--- config.mk ---
export PLATFORM = sky130hd
export DESIGN_NAME = even_odd_sched_flat
export DESIGN_NICKNAME = d
export VERILOG_FILES = /design/src/rtl/even_odd_sched_if.sv /design/src/rtl/even_odd_sched.sv /design/src/flat_wrapper.sv
export SDC_FILE = /design/constraint.sdc
export NUM_CORES = 1
export LEC_CHECK = 0
export BUFFER_PORTS_ARGS = -buffer_cell sky130_fd_sc_hd__buf_2
export CAP_MARGIN = 20
export CORE_MARGIN = 3
export CORE_UTILIZATION = 40
export DETAILED_ROUTE_END_ITERATION = 7
export PLACE_DENSITY_LB_ADDON = 0.08
export SETUP_SLACK_MARGIN = 0.05
export SKIP_CTS_REPAIR_TIMING = 1
export SLEW_MARGIN = 25
export SYNTH_ARGS = -nofsm -noshare
export SYNTH_HDL_FRONTEND = slang
export SYNTH_SLANG_ARGS = --single-unit
export TNS_END_PERCENT = 5
--- constraint.sdc ---
create_clock -name clk -period 2.1 [get_ports clk]
set_clock_uncertainty 0.15 [all_clocks]
set_input_delay 0.63 -clock clk [delete_from_list [all_inputs] [get_ports clk]]
set_output_delay 0.63 -clock clk [all_outputs]
set_load 0.01 [all_outputs]
--- src/rtl/even_odd_sched_if.sv ---
// Request/counter bundle for even_odd_sched: requester inputs, shared-counter link and run status.
interface even_odd_sched_if #(
    parameter int LEN_W = 4
);
    logic [1:0]       req;
    logic [1:0]       req_up;
    logic [LEN_W-1:0] req_len0;
    logic [LEN_W-1:0] req_len1;
    logic             abort;
    logic [2:0]       q_in;
    logic             ctr_rst;
    logic             ctr_up;
    logic [1:0]       gnt;
    logic             busy;
    logic             done;
    logic             aborted;
    logic [2:0]       res_q;

    modport master (
        output req, req_up, req_len0, req_len1, abort, q_in,
        input  ctr_rst, ctr_up, gnt, busy, done, aborted, res_q
    );

    modport slave (
        input  req, req_up, req_len0, req_len1, abort, q_in,
        output ctr_rst, ctr_up, gnt, busy, done, aborted, res_q
    );
endinterface

--- src/rtl/even_odd_sched.sv ---
// Round-robin scheduler granting one of two requesters a timed run of the shared even/odd counter.
module even_odd_sched #(
    parameter int LEN_W = 4
) (
    input logic             clk,
    input logic             rst,
    even_odd_sched_if.slave bus
);
    typedef enum logic [1:0] {
        IDLE,
        CLR,
        RUN,
        FIN
    } state_t;

    state_t           state_q, state_d;
    logic             last_q, last_d;
    logic             up_q, up_d;
    logic [LEN_W-1:0] cnt_q, cnt_d;
    logic             aborted_q, aborted_d;
    logic [2:0]       res_q_q, res_q_d;
    logic             win;

    always_ff @(posedge clk or negedge rst) begin
        if (!rst) begin
            state_q   <= IDLE;
            last_q    <= 1'b1;
            up_q      <= 1'b0;
            cnt_q     <= '0;
            aborted_q <= 1'b0;
            res_q_q   <= '0;
        end else begin
            state_q   <= state_d;
            last_q    <= last_d;
            up_q      <= up_d;
            cnt_q     <= cnt_d;
            aborted_q <= aborted_d;
            res_q_q   <= res_q_d;
        end
    end

    always_comb begin
        state_d   = state_q;
        last_d    = last_q;
        up_d      = up_q;
        cnt_d     = cnt_q;
        aborted_d = aborted_q;
        res_q_d   = res_q_q;
        win       = 1'b0;
        unique case (state_q)
            IDLE: begin
                // last_q doubles as the round-robin pointer and the granted index of the current run
                if (|bus.req) begin
                    win     = (bus.req == 2'b11) ? ~last_q : bus.req[1];
                    last_d  = win;
                    up_d    = bus.req_up[win];
                    cnt_d   = win ? bus.req_len1 : bus.req_len0;
                    state_d = CLR;
                end
            end
            CLR: begin
                if (cnt_q != '0) begin
                    state_d = RUN;
                end else begin
                    aborted_d = 1'b0;
                    state_d   = FIN;
                end
            end
            RUN: begin
                if (bus.abort) begin
                    aborted_d = 1'b1;
                    state_d   = FIN;
                end else if (cnt_q == LEN_W'(1)) begin
                    aborted_d = 1'b0;
                    state_d   = FIN;
                end else begin
                    cnt_d = cnt_q - LEN_W'(1);
                end
            end
            FIN: begin
                res_q_d = bus.q_in;
                state_d = IDLE;
            end
            default: state_d = IDLE;
        endcase
    end

    assign bus.busy    = (state_q != IDLE);
    assign bus.done    = (state_q == FIN);
    assign bus.ctr_rst = (state_q != RUN);
    assign bus.ctr_up  = (state_q != IDLE) ? up_q : 1'b0;
    assign bus.gnt     = (state_q == IDLE) ? 2'b00 : (last_q ? 2'b10 : 2'b01);
    assign bus.aborted = aborted_q;
    assign bus.res_q   = res_q_q;
endmodule

--- src/flat_wrapper.sv ---
// flat-port wrapper written by rule: the top's interface ports become plain ports
module even_odd_sched_flat 
#(
    parameter int LEN_W = 4
)
  (clk, rst, bus_req, bus_req_up, bus_req_len0, bus_req_len1, bus_abort, bus_q_in, bus_ctr_rst, bus_ctr_up, bus_gnt, bus_busy, bus_done, bus_aborted, bus_res_q);
  even_odd_sched_if #(.LEN_W(LEN_W)) bus_i ();
  input logic clk;
  input logic rst;
  input wire logic [$bits(bus_i.req)-1:0] bus_req;
  input wire logic [$bits(bus_i.req_up)-1:0] bus_req_up;
  input wire logic [$bits(bus_i.req_len0)-1:0] bus_req_len0;
  input wire logic [$bits(bus_i.req_len1)-1:0] bus_req_len1;
  input wire logic [$bits(bus_i.abort)-1:0] bus_abort;
  input wire logic [$bits(bus_i.q_in)-1:0] bus_q_in;
  output wire logic [$bits(bus_i.ctr_rst)-1:0] bus_ctr_rst;
  output wire logic [$bits(bus_i.ctr_up)-1:0] bus_ctr_up;
  output wire logic [$bits(bus_i.gnt)-1:0] bus_gnt;
  output wire logic [$bits(bus_i.busy)-1:0] bus_busy;
  output wire logic [$bits(bus_i.done)-1:0] bus_done;
  output wire logic [$bits(bus_i.aborted)-1:0] bus_aborted;
  output wire logic [$bits(bus_i.res_q)-1:0] bus_res_q;
  assign bus_i.req = bus_req;
  assign bus_i.req_up = bus_req_up;
  assign bus_i.req_len0 = bus_req_len0;
  assign bus_i.req_len1 = bus_req_len1;
  assign bus_i.abort = bus_abort;
  assign bus_i.q_in = bus_q_in;
  assign bus_ctr_rst = bus_i.ctr_rst;
  assign bus_ctr_up = bus_i.ctr_up;
  assign bus_gnt = bus_i.gnt;
  assign bus_busy = bus_i.busy;
  assign bus_done = bus_i.done;
  assign bus_aborted = bus_i.aborted;
  assign bus_res_q = bus_i.res_q;
  even_odd_sched #(.LEN_W(LEN_W)) u_core (.clk(clk), .rst(rst), .bus(bus_i));
endmodule
# == Word level (Yosys, flattened, before mapping) ==
# Index checks and enable logic that the tools add are counted.
# word_totals
register_bits,12
inputBits,18
output_inout_bits,10
word_cells,50
# op_classes
add_sub_neg,1
order_cmp,1
n_eq_ne,11
muxes,20
bitwise_logic,1
n_reduce_logical,10
# ops
operator,count
2-to-1 mux 4 bit,4
2-to-1 mux 2 bit,5
2-to-1 mux 1 bit,8
!= test 2 bit (second input constant),4
case mux 2 bit (4 select lines),1
case mux 4 bit (2 select lines),1
== test 2 bit (second input constant),3
nonzero test 2 bit,3
== test 4 x 1 -> 1 bit (second input constant),1
AND reduction 2 bit,2
AND reduction 4 bit,1
nonzero test 4 bit,1
subtractor 4 x 1 -> 4 bit (second input constant),1
!= test 3 x 2 -> 1 bit (second input constant),1
AND reduction 3 bit,1
== test 2 x 1 -> 1 bit (second input constant),1
logical NOT 2 bit,1
less-than comparator 1 x 2 -> 1 bit (second input constant),1
!= test 2 x 1 -> 1 bit (second input constant),1
case mux 1 bit (2 select lines),1
OR reduction 2 bit,1
NOT 1 bit,1

# == Depth between registers and ports, before layout ==
# Gate-level depths: netlist (run 1).
# depth
word_depth,5
depth_mapped,7
ltp_nobuf,6

# == Worst setup path before layout (run 1) ==
# Ideal clock, no wire load.
# synth_timing
path_kind,reg-to-reg
from,reg u_core.state_q[0]
to,reg u_core.state_q[1]
setup_ps,125
t_arrival_ps,1661
required_ps,1825
setup_slack_ps,165
path_stages_with_launch,7
path_buffers,0
synth_period_minus_slack_ps,1935
cell_sequence,dfrtp_1 -> inv_1 -> ha_1 -> inv_2 -> or3_1 -> nand2_1 -> mux2_2
# synth_between
elab_chain_len,3
word_cells_on_any_way,8
cone_classes,5 x eq/ne; 1 x mux; 2 x reduce/logical
# synth_lines
element,line_no,text
from (decl),even_odd_sched.sv:16,"state_t state_q, state_d;"
from (signal assigned),even_odd_sched.sv:33,state_q <= state_d;
== test 2 bit or logical NOT 2 bit (tied branches),even_odd_sched.sv:50,unique case (state_q)
!= test 3 x 2 -> 1 bit (no source line) or != test 2 x 1 -> 1 bit (tied branches),--,
AND reduction 2 bit (no source line),--,
# Several ways; a longest one is shown, not always the timed one.
# A chain may end at the register's enable or synchronous reset.

# == Worst setup path in the final report (run 1) ==
# layout_timing
from,reg u_core.state_q[1]
to,out bus_ctr_up
# layout_between
elab_chain_len,2
# layout_lines
element,line_no,text
nonzero test 2 bit,even_odd_sched.sv:91,assign bus.ctr_up = (state_q != IDLE) ? up_q : 1'b0;
2-to-1 mux 1 bit,even_odd_sched.sv:91,
to (decl),flat_wrapper.sv:17,output wire logic [$bits(bus_i.ctr_up)-1:0] bus_ctr_up;
# Every way passes these cells.

==> results.tsv, run 1 <==
metric	value	unit
Tot Pwr	0.00167	W
ANT nets after route	0	
root buf cell	clkbuf_4	
Port Buffers	27	
Worst-Skew Late Latency	0.28	ns
CTS tree	done	
Logic pwr share	60.2	%
Ports	28	
Finish-stage setup viols	0	
Cell Chain, Critical Path	inv_2, ha_4, and2b_1, buf_2	
CTS clock-pin slew for the worst setup and hold paths	0.08	ns
worst setup margin	0.00398	ns
placed cells	141	
vias in the first global route	701	
DR DRC count	0	
Setup TNS	0	ns
Die ar.	2700	um^2
Non-Filler Instances	148	
Critical Path Sink Type	primary output	
Area Overhead vs Synth	32.3	%
GP Congestion	0.848	
f_max	477	MHz
Distinct cells, synth	36	
total number of vias	770	
pwr dens	1500	nW/um^2
Psw	0.000690	W
commonest non-fill, non-tap cells in the layout	buf_2 (27), dfrtp_1 (11), buf_4 (8)	
clock tree buffer depth	2	
initial core utilization	45.5	%
first-pass GRT wire length	3090	um
worst hold-check path type	in2async	
Num CTS Buffers	3	
internal power	0.000981	W
Yosys warning total	0	
worst slew pin tran	0.386	ns
# nets final	148	
1st-pass router iterations	4	
Total Wirelength	2010	um
VDD IR max	0.944	mV
FP Rows	15	
sw frac	41.3	%
Starting DRT DRC Count	8	
H-tree lvl count	1	
total track usage	15.9	%
ant diodes	0	
Critical Path Start Type	flop	
LEAKAGE	0.516	nW
die width	52.0	um
Worst EP required	1.32	ns
Arr. time, crit path	1.32	ns
Crit Path Max Fanout	8	
clock share of power	11.4	%
Worst path slowest cell	dfrtp_1	
sequential share of the synthesized area	35.7	%
DR vias/cell	5.20	
worst hold slack	0.0678	ns
Setup CP Type	reg2out	
pin count of the biggest net entering global routing	13	
period utilization	99.8	%
Period minus WS final	2.10	ns
Detail Placement HPWL	1490	um
Synth Cell Area	845	um^2
Cells after Synth	85	
synthesized area per cell	9.94	um^2
slew margin rel.	74.0	%
max-slew violations	0	
initial antenna violation count	0	
share of layout cells above drive strength 1	48.0	%
crit-path max cell delay	0.44	ns
Clock Sink Count	12	
#FFs+latches synth	12	
status	finished, final reports clean	
wire per inst	13.6	um
most common cell after layout, fill and taps aside	buf_2	
core area	1860	um^2
global route overflow	0	
Post-Place Setup Slack	0.0868	ns
Die Ht	52.0	um
Max-Cap Viols	0	
register share of total power	28.3	%
fillers	167	
Net Count, Synth	109	
RSZ-0062 raised after global routing	true	
Hold Fails Final Rpt	0	
per-layer routing:
layer / part of all wire [%] / vias to the layer above / global-route usage [%]
li1: - / 388 / -
met1: 48 / 359 / 20.9
met2: 45 / 19 / 23.4
met3: 5.2 / 4 / 4.01
met4: 1.6 / 0 / 9.17
met5: 0 / - / 0
flip-flops by register name (all words and copies together), names as in the netlist:
signal              flops
u_core.up_q             1
u_core.state_q          2
u_core.bus.aborted      1
u_core.last_q           1
u_core.bus.res_q        3
u_core.cnt_q            4
critical path: cells and delay by family (launching register included):
family / cells / cell delay (ns)
adders and majority gates: 1 / 0.17
buffers and inverters: 2 / 0.24
DFF: 1 / 0.44
and+or+nand+nor: 1 / 0.18
power groups by stage:
stage	logic, W	registers (W)	clock network [W]
after floorplan	0.000606	0.000477	0
after global placement	0.000908	0.000464	0
after detailed placement	0.000919	0.000469	0
after CTS	0.000925	0.000466	0.000196
after global routing	0.00112	0.000492	0.000204
final	0.00101	0.000473	0.000191
synth_stat cells:
library cell   n  area share, %
o41ai_1        1            1.0
a21boi_2       1            1.3
nand2_1        3            1.3
ha_1           6            8.9
dfrtp_1       11             33
nand2b_1       2            1.5
o32ai_1        1            1.0
nor3b_1        1           0.89
mux2i_1        2            2.4
a2bb2oi_1      1            1.0
nand4bb_1      1            1.3
buf_4          1           0.89
o21ai_1        1           0.59
or3_1          2            1.5
mux2_2         6            8.0
a31oi_1        1           0.74
and2b_1        2            1.8
inv_1          6            2.7
a22oi_2        1            1.5
nor2b_1        2            1.5
a21boi_0       1           0.89
o211ai_1       1           0.89
nand3b_1       1           0.89
a31o_1         1            1.0
nand3_2        1            1.2
or4_4          1            1.3
nor2_1         7            3.1
or3b_4         1            1.3
nor4_2         1            1.5
dfstp_2        1            3.1
inv_2          1           0.44
a221o_1        1            1.2
nor3b_4        1            2.2
o21ai_0        7            4.1
a21oi_1        6            3.6
o22ai_1        1           0.74
worst paths after layout:
| kind | startpoint | to | slack, ns | cells past startpoint |
|---|---|---|---|---|
| worst max register to register | u_core.state_q[1] | u_core.state_q[1] | 0.14 | 6 |
| min in group clk | u_core.bus.res_q[0] | u_core.bus.res_q[0] | 0.36 | 1 |
| worst min register to register | u_core.bus.res_q[0] | u_core.bus.res_q[0] | 0.36 | 1 |
| worst min-delay path | rst | u_core.cnt_q[3] | 0.07 | 1 |
| worst max-delay path | u_core.state_q[1] | bus_ctr_up | 0.004 | 4 |
| max in group asynchronous | rst | u_core.last_q | 1.46 | 1 |
final cells by class:
class	instances	area (um^2)	share of cell area, %
Inverter	7	26.3	2.35
Multi-Input combinational cell	65	527	47.1
Tap cell	25	31.3	2.80
Sequential cell	12	302	27.0
Clock buffer	4	36.3	3.25
Timing Repair Buffer	35	195	17.5
cells by family after synthesis:
kind of cell,synth area share (%)
adder cells (fa/ha/maj),8.89
AND/OR/NAND/NOR,21.3
flip-flops,35.7
buffers and inverters,4.00
AO/OA/AOI/OAI,19.7
multiplexers,10.4
per-stage QoR:
stage | utilization [%] | cell area (um^2)
floorplan | - | 845
global placement | 56.0 | 1040
detailed placement | 56.0 | 1040
CTS | 58.0 | 1080
global route | 60.1 | 1120
finish | 60.1 | 1120
(Power assumes the default switching activity.)
==> run 2, diff against run 1 <==
==> constraint.sdc (replaced) <==
create_clock -name clk -period 2.25 [get_ports clk]
set_clock_uncertainty 0.15 [all_clocks]
set_input_delay 0.675 -clock clk [delete_from_list [all_inputs] [get_ports clk]]
set_output_delay 0.675 -clock clk [all_outputs]
set_load 0.01 [all_outputs]
==> run 2 against run 1 <==
Net effect: register-to-register slack better by 0.16 ns; hold slack improved by 0.051 ns; die area unchanged; cell count is 2.0% lower; sequential power fell by 5.7%; total power is 12% lower; count of clock-buffer cells in the layout unchanged; combinational power shrank 12%; cell area fell by 3.2%; critical endpoint is now bus_gnt[1]; largest cell class unchanged; highest routed layer unchanged.
==> results.tsv, run 2 (same netlist as run 1, synthesis figures left out) <==
metric	value	unit	change
fillers	182		+9.0%
max-slew violations	0		unchanged
share of layout cells above drive strength 1	44.2	%	-3.8 points
pwr dens	1360	nW/um^2	-8.9%
Hold Fails Final Rpt	0		unchanged
# nets final	145		-2.0%
Critical Path Start Type	flop		
Worst-Skew Late Latency	0.27	ns	about the same
GP Congestion	0.851		+0.34%
DR vias/cell	5.19		-0.18%
worst slew pin tran	0.412	ns	+0.0269 ns
status	finished, final reports clean		
most common cell after layout, fill and taps aside	buf_2		
LEAKAGE	0.499	nW	-3.3%
Post-Place Setup Slack	0.181	ns	+0.0937 ns
vias in the first global route	662		-5.6%
Placed Area	1030	um^2	-1.4%
Port Buffers	27		unchanged
Finish-stage setup viols	0		unchanged
Critical Path Sink Type	primary output		
core area	1860	um^2	unchanged
commonest non-fill, non-tap cells in the layout	buf_2 (27), dfrtp_1 (10), o21ai_0 (7), nor2_1 (7)		
Period minus WS final	2.12	ns	
Crit Path Max Fanout	6		-2
Ports	28		unchanged
RSZ-0062 raised after global routing	false		
ANT nets after route	0		unchanged
1st-pass router iterations	4		unchanged
worst setup margin	0.126	ns	+0.122 ns
Final Cell Area	1080	um^2	-3.2%
slew margin rel.	72.1	%	-1.8 points
DR DRC count	0		unchanged
root buf cell	clkbuf_4		
flop-to-flop setup slack	0.30	ns	+0.16 ns
f_max	471	MHz	
max reg flops	4		unchanged
Detail Placement HPWL	1530	um	+2.1%
Starting DRT DRC Count	11		+3
Worst EP required	1.42	ns	+0.10 ns
die width	52.0	um	unchanged
Setup CP Type	reg2out		
pin count of the biggest net entering global routing	13		unchanged
ant diodes	0		unchanged
initial core utilization	45.5	%	unchanged
Num CTS Buffers	3		unchanged
clock tree buffer depth	2		unchanged
Arr. time, crit path	1.30	ns	-0.02 ns
Clock Sink Count	12		unchanged
Die Ht	52.0	um	unchanged
worst hold-check path type	in2async		
CTS tree	done		
VDD IR max	0.699	mV	-26%
total number of vias	753		-2.2%
global route overflow	0		unchanged
Biggest register	u_core.cnt_q		
wire per inst	13.7	um	+1.2%
Tot Pwr	0.00147	W	-12%
CTS clock-pin slew for the worst setup and hold paths	0.08	ns	about the same
Die ar.	2700	um^2	unchanged
Max-Cap Viols	0		unchanged
FP Rows	15		unchanged
total track usage	15.8	%	-0.12 points
initial antenna violation count	0		unchanged
Area Overhead vs Synth	28.0	%	
H-tree lvl count	1		unchanged
period utilization	94.4	%	
Total Wirelength	1990	um	-0.85%
first-pass GRT wire length	3070	um	-0.68%
[run 2: layout make-up]
type	instances	area, um^2	area share (%)
Clock buffer	4	26.3	2.43
Sequential cell	12	303	28.0
Timing Repair Buffer	32	173	16.0
Inverter	7	26.3	2.43
Tap cell	25	31.3	2.89
Multi-Input combinational cell	65	522	48.3
[run 2: power breakdown]
group / internal [W] / total [W] / switching [W]
registers: 0.000336 / 0.000446 / 0.000110
clock network: 0.0000687 / 0.000143 / 0.0000739
logic: 0.000442 / 0.000885 / 0.000443
[run 2: metrics by stage]
stage,TNS (ns),util [%],hold slack [ns],std cells
after floorplan,0,-,0.229,85
after global placement,0,55.2,0.335,139
after detailed placement,0,55.2,0.341,139
after CTS,-0.279,56.6,0.121,143
after global routing,0,58.2,0.124,145
final,0,58.2,0.119,145
[run 2: layer usage]
metal | share of wire (%) | wire [um] | GRT usage [%] | vias up
li1 | - | - | - | 382
met1 | 49 | 974 | 21.6 | 346
met2 | 45 | 887 | 23.2 | 21
met3 | 5.0 | 100 | 3.44 | 4
met4 | 1.4 | 27 | 7.86 | 0
met5 | 0 | 0 | 0 | -
[run 2: path summary, 6_finish.rpt]
| check | cells after the start | end | from |
|---|---|---|---|
| min | 1 | u_core.up_q | rst |
| min in group clk | 1 | u_core.bus.res_q[1] | u_core.bus.res_q[1] |
| min reg2reg | 1 | u_core.bus.res_q[1] | u_core.bus.res_q[1] |
| max in group asynchronous | 1 | u_core.last_q | rst |
| max | 4 | bus_gnt[1] | u_core.state_q[0] |
| max reg2reg | 6 | u_core.state_q[1] | u_core.cnt_q[1] |
[run 2: critical path: stages, from the launching register on]
cell and delay, ns:
dfrtp_2 0.45, inv_2 0.11, ha_4 0.16, and2b_1 0.18, buf_2 0.13
==> run 3, diff against run 2 <==
--- a/config.mk
+++ b/config.mk
@@ -9,6 +9,7 @@
 export CAP_MARGIN = 20
 export CORE_MARGIN = 3
 export CORE_UTILIZATION = 40
+export CTS_BUF_LIST = sky130_fd_sc_hd__clkbuf_16
 export DETAILED_ROUTE_END_ITERATION = 7
 export PLACE_DENSITY_LB_ADDON = 0.08
 export SETUP_SLACK_MARGIN = 0.05
==> run 3 against run 2 <==
Net effect: first-iteration DRC count grew 91%; count of clock-buffer cells in the layout is 1 lower; critical path depth did not move; global-route usage grew 0.78 points; register-to-register slack about the same; fmax decreased by 0.93%; combinational power shrank 2.8%; critical endpoint unchanged; highest routed layer unchanged.
==> results.tsv, run 3 (same netlist as run 1, synthesis figures left out) <==
metric	value	unit	change
Num CTS Buffers	3		unchanged
crit-path max cell delay	0.44	ns	about the same
family with the most delay on the worst path	flip-flops		
initial antenna violation count	0		unchanged
Worst EP required	1.42	ns	about the same
met2 routed WL	948	um	+6.9%
max reg flops	4		unchanged
1st-pass router iterations	4		unchanged
core area	1860	um^2	unchanged
Ports	28		unchanged
total track usage	16.6	%	+0.78 points
Detail Placement HPWL	1530	um	unchanged
Starting DRT DRC Count	21		+10
period utilization	95.3	%	+0.88 points
total number of vias	758		+0.66%
vias in the first global route	710		+7.3%
RSZ-0062 raised after global routing	false		
root buf cell	clkbuf_16		
share of layout cells above drive strength 1	42.4	%	-1.8 points
max-slew violations	0		unchanged
pwr dens	1470	nW/um^2	+7.7%
Critical Path Sink Type	primary output		
Biggest register	u_core.cnt_q		
DR DRC count	0		unchanged
GP Congestion	0.851		unchanged
ant diodes	0		unchanged
Worst path slowest cell	dfrtp_1		
Cell Chain, Critical Path	inv_2, ha_4, and2b_1, buf_2		
Placed Area	1030	um^2	unchanged
worst slew pin tran	0.408	ns	-0.00467 ns
Post-Route Utilization	60.1	%	+2.0 points
Worst-Skew Late Latency	0.24	ns	-0.03 ns
most common cell after layout, fill and taps aside	buf_2		
Critical Path Start Type	flop		
pin count of the biggest net entering global routing	13		unchanged
top sig layer	met4		
Clock Sink Count	12		unchanged
CTS tree	done		
Max-Cap Viols	0		unchanged
status	finished, final reports clean		
CTS clock-pin slew for the worst setup and hold paths	0.05	ns	-0.03 ns
Crit Path Max Fanout	11		+5
Finish-stage setup viols	0		unchanged
placed cells	139		unchanged
met3 routed WL	124	um	+24%
clock tree buffer depth	2		unchanged
DR vias/cell	5.30		+2.1%
Port Buffers	27		unchanged
Period minus WS final	2.14	ns	+0.0199 ns
initial core utilization	45.5	%	unchanged
f_max	466	MHz	-0.93%
commonest non-fill, non-tap cells in the layout	buf_2 (27), dfrtp_1 (11), o21ai_0 (7), nor2_1 (7)		
ANT nets after route	0		unchanged
Arr. time, crit path	1.32	ns	+0.02 ns
Setup CP Type	reg2out		
M1 WL	956	um	-1.8%
first-pass GRT wire length	3250	um	+5.8%
die width	52.0	um	unchanged
Hold Fails Final Rpt	0		unchanged
crit path buf inv count	2		unchanged
Die Ht	52.0	um	unchanged
slew margin rel.	72.5	%	+0.32 points
FP Rows	15		unchanged
Final Cell Area	1120	um^2	+3.4%
H-tree lvl count	1		unchanged
Non-Filler Instances	143		-1.4%
# nets final	143		-1.4%
Die ar.	2700	um^2	unchanged
global route overflow	0		unchanged
VDD IR max	0.651	mV	-6.8%
Total Wirelength	2060	um	+3.4%
worst hold-check path type	in2async		
Area Overhead vs Synth	32.3	%	
LEAKAGE	0.517	nW	+3.7%
wire per inst	14.4	um	+4.9%
[run 3: cell types whose count changed in the layout (fill, tap and decap cells not counted)]
cell       previous run  this run
buf_4                 5         3
inv_1                 5         6
clkbuf_16             0         3
dfrtp_2               1         0
dfrtp_1              10        11
clkbuf_4              3         0
clkbuf_1              1         0
[run 3: power breakdown]
group	total (W)	switching (W)	internal, W
Clock	0.000329	0.0000947	0.000234
Sequential	0.000452	0.000116	0.000336
Combinational	0.000860	0.000438	0.000422
Total	0.00164	0.000649	0.000992
[run 3: routing by layer]
| metal | GRT usage (%) | up-vias |
|---|---|---|
| li1 | - | 378 |
| met1 | 22.7 | 341 |
| met2 | 25.1 | 34 |
| met3 | 2.87 | 5 |
| met4 | 7.86 | 0 |
| met5 | 0 | - |
[run 3: final timing paths]
kind | start | to | slack [ns] | depth (start not counted)
min in group clk | u_core.bus.res_q[1] | u_core.bus.res_q[1] | 0.35 | 1
worst min-delay path | rst | u_core.up_q | 0.16 | 1
worst max-delay path | u_core.state_q[0] | bus_gnt[1] | 0.11 | 4
worst max register to register | u_core.state_q[0] | u_core.state_q[1] | 0.30 | 6
worst min register to register | u_core.bus.res_q[1] | u_core.bus.res_q[1] | 0.35 | 1
max in group asynchronous | rst | u_core.last_q | 1.51 | 1
[run 3: through the flow]
step | setup TNS, ns | worst slack [ns] | total power [W] | hold WS (ns)
after detailed placement | 0 | 0.181 | 0.00128 | 0.341
final | 0 | 0.106 | 0.00164 | 0.161
after global routing | 0 | 0.0558 | 0.00177 | 0.175
after floorplan | 0 | 0.315 | 0.00101 | 0.229
after global placement | 0 | 0.231 | 0.00125 | 0.335
after CTS | -0.158 | -0.0793 | 0.00162 | 0.168
[run 3: area by class of cell]
| type | count | area, um^2 |
|---|---|---|
| multi-input combinational | 65 | 522 |
| clock buffer | 3 | 75.1 |
| timing repair buffer | 30 | 158 |
| tap | 25 | 31.3 |
| sequential | 12 | 302 |
| inverter | 7 | 26.3 |
| fill | 172 | 741 |
| clock inverter | 1 | 3.75 |
